[src/rtl/seq_divider.sv]
// seq_divider: restoring shift-subtract divider, one quotient bit per clock; signed mode under SEQ_DIVIDER_SIGNED_EN
module seq_divider #(
  parameter int WIDTH = 8,
  parameter int CNT_W = $clog2(WIDTH) + 1
) (
  input  logic             CLK,
  input  logic             reset,
  input  logic             start,
  input  logic             signed_mode,
  input  logic [WIDTH-1:0] N,
  input  logic [WIDTH-1:0] D,
  output logic             idle,
  output logic             finish,
  output logic             dbz,
  output logic [WIDTH-1:0] Q,
  output logic [WIDTH-1:0] R
);
  typedef enum logic [1:0] {IDLE, ITER, FIX, DONE} state_t;
  state_t           r_state, w_next;
  logic [CNT_W-1:0] r_cnt;
  logic [WIDTH-1:0] r_p, r_n, r_d, r_q, r_r;
  logic             r_neg_n, r_neg_q, r_dbz;
  logic             w_neg_n, w_neg_d, w_ge;
  logic [WIDTH-1:0] w_n_mag, w_d_mag, w_q_fix, w_r_fix;
  logic [WIDTH:0]   w_p_sh;
`ifndef SEQ_DIVIDER_SIGNED_EN
  logic w_unused_sm;
  assign w_unused_sm = signed_mode;
`endif
  // operand conditioning: sign flags and magnitudes captured on start
  always_comb begin
`ifdef SEQ_DIVIDER_SIGNED_EN
    w_neg_n = signed_mode & N[WIDTH-1];
    w_neg_d = signed_mode & D[WIDTH-1];
`else
    w_neg_n = 1'b0;
    w_neg_d = 1'b0;
`endif
    w_n_mag = w_neg_n ? -N : N;
    w_d_mag = w_neg_d ? -D : D;
    w_p_sh  = {r_p, r_n[WIDTH-1]};
    w_ge    = w_p_sh >= {1'b0, r_d};
    w_q_fix = r_neg_q ? -r_n : r_n;
    w_r_fix = r_neg_n ? -r_p : r_p;
  end
  // next-state: zero divisor skips straight to DONE
  always_comb begin
    w_next = r_state == IDLE ? (start ? (D == '0 ? DONE : ITER) : IDLE) :
             r_state == ITER ? (r_cnt == '0 ? FIX : ITER) :
             r_state == FIX  ? DONE : IDLE;
  end
  // state register
  always_ff @(posedge CLK or negedge reset)
    if (!reset) r_state <= IDLE;
    else        r_state <= w_next;
  // datapath: capture, one restoring step per ITER cycle, results written on entry to DONE
  always_ff @(posedge CLK or negedge reset)
    if (!reset) begin
      r_cnt   <= '0;
      r_p     <= '0;
      r_n     <= '0;
      r_d     <= '0;
      r_q     <= '0;
      r_r     <= '0;
      r_neg_n <= 1'b0;
      r_neg_q <= 1'b0;
      r_dbz   <= 1'b0;
    end else begin
      case (r_state)
        IDLE: if (start) begin
          r_p     <= '0;
          r_n     <= w_n_mag;
          r_d     <= w_d_mag;
          r_cnt   <= CNT_W'(WIDTH - 1);
          r_neg_n <= w_neg_n;
          r_neg_q <= w_neg_n ^ w_neg_d;
          if (D == '0) begin
            r_q   <= '1;
            r_r   <= N;
            r_dbz <= 1'b1;
          end
        end
        ITER: begin
          r_p   <= w_ge ? WIDTH'(w_p_sh - {1'b0, r_d}) : w_p_sh[WIDTH-1:0];
          r_n   <= {r_n[WIDTH-2:0], w_ge};
          r_cnt <= r_cnt - 1'b1;
        end
        FIX: begin
          r_q   <= w_q_fix;
          r_r   <= w_r_fix;
          r_dbz <= 1'b0;
        end
        default: ;
      endcase
    end
  assign idle   = r_state == IDLE;
  assign finish = r_state == DONE;
  assign dbz    = r_dbz;
  assign Q      = r_q;
  assign R      = r_r;
endmodule

[config.mk]
export PLATFORM = sky130hd
export DESIGN_NAME = seq_divider
export DESIGN_NICKNAME = d
export VERILOG_FILES = /design/src/rtl/seq_divider.sv
export SDC_FILE = /design/constraint.sdc
export NUM_CORES = 1
export LEC_CHECK = 0
export CORE_ASPECT_RATIO = 0.8
export CORE_UTILIZATION = 44
export DETAILED_ROUTE_END_ITERATION = 8
export DONT_BUFFER_PORTS = 1
export SYNTH_ARGS = -nofsm -noshare
export SYNTH_HDL_FRONTEND = slang
export SYNTH_SLANG_ARGS = --single-unit
[constraint.sdc]
create_clock -name CLK -period 1.9 [get_ports CLK]
set_input_delay 0.38 -clock CLK [delete_from_list [all_inputs] [get_ports CLK]]
set_output_delay 0.38 -clock CLK [all_outputs]
set_load 0.01 [all_outputs]
Word level (Yosys, flattened, before mapping) --
Index checks and enable logic that the tools add are counted.
Cells by class: $add $sub $neg 2, $mul 0, div/mod/pow operators 0, order comparisons 1, equal/unequal tests 5, shifts and indexed selects 0, multiplexer cells 22, bitwise operators 0, reduce and logical (&&, ||, !) cells 8
Operators with widths (count):
- $pmux 8 s2 | 4
- $mux 8 | 7
- $mux 2 | 6
- $ge 9x8->1 | 1
- $logic_not 8->1 | 1
- $pmux 4 s2 | 1
- $sub 8x8->8 | 1
- $eq 2x2->1 const B | 2
- $logic_not 4->1 | 1
- $mux 4 | 1
- $reduce_and 2->1 | 2
- $reduce_bool 2->1 | 2
- $sub 4x1->4 const B | 1
- $reduce_and 3->1 | 1
- $eq 2x1->1 const B | 1
- $logic_not 2->1 | 1
- $mux 1 | 2
- $ne 2x1->1 const B | 1
- $ne 2x2->1 const B | 1
- $pmux 1 s2 | 1
Storage, ports and cells: register bits after elaboration 47, bits in latches 0, memory bits (writable) 0, bits in read-only memories 0, input bits 20, output and inout port bits 19, word-level logic and storage cells 46, memories kept 0

Logic depth before layout (Yosys ltp) --
word-level depth 4, depth in mapped cells 8, mapped depth without buffers 8

Worst setup path before layout --
Ideal clock, no wire load.
path kind register to register, from reg r_p[2], to reg r_p[5], setup time 126 ps, arrival 1708 ps, required time 1774 ps, slack 65 ps, cell stages (with the launch flop) 6, path buffers 0, clock period less this slack 1835 ps, cells stage by stage dfrtp_1 ha_1 a21o_1 a2111oi_1 a2111oi_2 a311o_1
On the way: word-level cells in the longest chain between the ends 3, elaborated cells between the ends (all ways) 4, classes of those cells add/sub (1); order compare (1); mux (2)
RTL lines:
- start: declaration | line 21 | logic [WIDTH-1:0] r_p, r_n, r_d, r_q, r_r;
- start signal: assignment | line 84 | r_p <= w_ge ? WIDTH'(w_p_sh - {1'b0, r_d}) : w_p_sh[WIDTH-1:0];
- $sub 8x8->8 / $ge 9x8->1 (equally long branches) | line 84, 42
- $mux 8 * | line 84
- $pmux 8 s2 * | line 69 | case (r_state)
Mark *: on every way between the ends. The rest lies on a longest branch, timed or not. A chain may end at the register's enable or synchronous reset.

Final worst setup path --
Same ends and word-level chain as after synthesis.

==> results.yml <==
status:
  status: "completed"
synthesis:
  syn_area_per_cell_um2: 9.58
  async_flop_share_pct: 100
  syn_nets: 291
  synth-edff-count: 0
  ys_seq_area_share_pct: 47.0
  synth_cells: 261
  synth_cell_types: 53
  mappedNetlistArea_um2: 2500
  yosys_warnings: 0
  synth_flop_cell: "dfrtp_1"
  synth-seq-cells: 47
clock_tree:
  cts_made_buffers: 5
  clockBufferDepth: 2
  cts.sinks: 47
  insertion_delay_ps: 300
  clockRootBuffer: "clkbuf_8"
  tritoncts: "built"
  htreeDepth: 2
  clk_pin_slew_ps: 100
min_path:
  worstHoldEndpoint: "r_d[0]$_DFFE_PN0P_"
  whs_path_depth: 2
  hold_path_class: "input pin to flop"
  worst_hold_startpoint: "D[0]"
timing:
  hold_slack_ps: 185
  slew_viol_final: 0
  final-setup-viol-count: 0
  hold_viol_final: 0
  period_share_pct: 98.7
  max_clock_freq_ghz: 0.533
  fin_skew_ps: 9.70
  worst_pin_slew_ps: 372
  final.setup.worst_slack_ps: 25.6
  rsz0062_at_grt: "true"
  relSlewSlack_pct: 75.2
  period_minus_slack_ps: 1870
cells_and_area:
  synthToLayoutAreaGrowth_pct: 22.4
  seq_area_um2: 1180
  n_antenna_cell: 0
  multi_input_area_um2: 1340
  n_fill_cell: 516
  layout-drive-gt1-share_pct: 25.3
  final_cell_mix: "48 x nand2_1, 47 x dfrtp_1, 35 x buf_4, 33 x o21ai_1, 11 x inv_1"
  nets: 325
  stdcell_count: 374
  final_common_cell: "nand2_1"
worst_setup_path:
  r2r_cells: 6
  reg2reg_to: "r_p[5]$_DFFE_PN0P_"
  cp_data_arrival_time_ps: 2070
  cp-end-kind: "flop"
  required_ps: 2090
  crit_fanout: 4
  r2r-start: "r_p[2]$_DFFE_PN0P_"
  reg2reg_setup_slack_ps: 30
  critPathLaunchType: "flop"
  critPathKind: "flop to flop"
floorplanning:
  core_area_um2: 5470
  start_util_pct: 45.7
  fp-row-count: 24
  die_area_um2: 5990
  die_x_um: 86.3
  die_h_um: 69.4
  ios: 39
place:
  placed_cells: 362
  pre_cts_ws_ps: -39.0
  io_buffer_count: 0
  dp.final_hpwl_um: 4300
  gp_congestion: 0.830
detailed_routing:
  routedWlPerCell_um: 16.7
  drtIter0Drc: 167
  postRouteAntennaNets: 0
  first_pass_iters: 4
  drc: 0
  routed_wl_um: 6240
  vias_per_cell: 5.51
  num_vias: 2059
pwr:
  vdd_ir_drop_max_uv: 613
  power.net_switching_w: 0.00269
  pwr-share-comb_pct: 60.4
  power.share.sequential_pct: 29.9
  leakage_nw: 1.30
  power_density_nw_per_um2: 2060
  p_int_w: 0.00360
  clkPwrFrac_pct: 9.7
  netSwitchingFraction_pct: 42.8
global_route:
  grtUsageTotal_pct: 22.1
  grt_pass1_wl_um: 10100
  grt-ovfl-total: 0
  grt_max_degree: 48
  grt_pass1_vias: 1998
  antenna_found_initial: 0
run:
  drv_cap: 0
[area by class of cell]
| type | instances | share of cell area [%] |
|---|---|---|
| Timing Repair Buffer | 38 | 10.2 |
| Sequential cell | 47 | 38.4 |
| Inverter | 14 | 1.72 |
| Clock buffer | 6 | 2.37 |
| Clock inverter | 2 | 0.409 |
| Tap cell | 78 | 3.19 |
| Multi-Input combinational cell | 189 | 43.7 |
[stage by stage]
stage / setup TNS (ps) / util, % / power [W] / instance area [µm²]
floorplan: 0 / - / 0.00394 / 2500
finish: 0 / 56.0 / 0.00629 / 3060
detailed placement: -48.7 / 51.0 / 0.00511 / 2790
global route: -46.2 / 56.0 / 0.00682 / 3060
global placement: -27.3 / 51.0 / 0.00503 / 2790
CTS: 0 / 54.1 / 0.00593 / 2960
[power groups by stage]
stage	clock network (W)	logic, W	registers [W]
detailed placement	0	0.00325	0.00186
finish	0.000612	0.00380	0.00188
global placement	0	0.00318	0.00185
global route	0.000670	0.00422	0.00192
floorplan	0	0.00215	0.00179
CTS	0.000621	0.00346	0.00185
[cells in the mapped netlist (2+ instances only)]
master	number	area share [%]
mux2i_1	8	3.2
o311ai_1	4	1.4
clkbuf_1	5	0.75
ha_1	9	4.5
nand3_1	3	0.60
nor4_1	2	0.50
a22oi_1	7	2.1
buf_2	3	0.60
nor2b_1	3	0.75
nand2_1	49	7.4
a21o_1	2	0.60
a211o_1	2	0.70
o21ai_0	4	0.80
and2_1	2	0.50
nor2_1	9	1.4
inv_1	14	2.1
o21ai_1	34	6.8
dfrtp_1	47	47
xnor2_1	2	0.70
o22ai_1	2	0.50
nand4_1	7	1.8
a21oi_1	6	1.2
nand2b_1	4	1.0
o211ai_1	4	1.2
[cell families (layout without fill, tap and decap cells)]
logic type                 after synthesis  in the layout  share of synthesized area, %
AOI/OAI and AO/OA                       78             78                          21.0
xor gates and xnor gates                 3              3                          1.05
adders and majority gates               10             10                          5.31
buffers and inverters                   25             60                          4.65
DFF                                     47             47                          47.0
muxes                                    8              8                          3.20
and+or+nand+nor                         90             90                          17.8
[state kept, by name, indices dropped and copies added (netlist names)]
signal / flops
r_n: 8
dbz: 1
Q: 8
R: 8
r_p: 8
r_d: 8
r_cnt: 4
r_state: 2
[timing repair]
action,4_1_cts,5_1_grt
setup buffers,1,1
pin swaps,1,6
resized for setup,6,18
endpoints found under the setup margin,7,9
hold buffers,2,0
hold endpoints to repair,47,0
[critical path, cell delays in order, from the launching register on]
cell and delay [ps]:
dfrtp_1 430, ha_4 280, a21o_1 180, a2111oi_2 350
buf_4 170, a2111oi_2 40, a311o_1 320
[routing by layer]
layer	vias up	GRT usage, %	share of wire, %
met5	-	0	0
met4	0	5.00	0.67
met3	5	4.40	5.3
met2	53	31.8	44
met1	1002	34.0	50
li1	999	-	-
[worst max path at each step]
stage / startpoint / end / slack (ps) / cells after the start
after CTS: r_p[1]$_DFFE_PN0P_ / r_p[7]$_DFFE_PN0P_ / 3 / 7
after floorplan: r_p[2]$_DFFE_PN0P_ / r_p[5]$_DFFE_PN0P_ / 70 / 5
after detailed placement: r_n[7]$_DFFE_PN0P_ / r_p[6]$_DFFE_PN0P_ / -40 / 8
after global placement: r_n[7]$_DFFE_PN0P_ / r_p[5]$_DFFE_PN0P_ / -20 / 8
after global routing: r_p[0]$_DFFE_PN0P_ / r_p[5]$_DFFE_PN0P_ / -30 / 7
final: r_p[2]$_DFFE_PN0P_ / r_p[5]$_DFFE_PN0P_ / 30 / 6
Note: power is estimated with default switching activity, not from simulation.
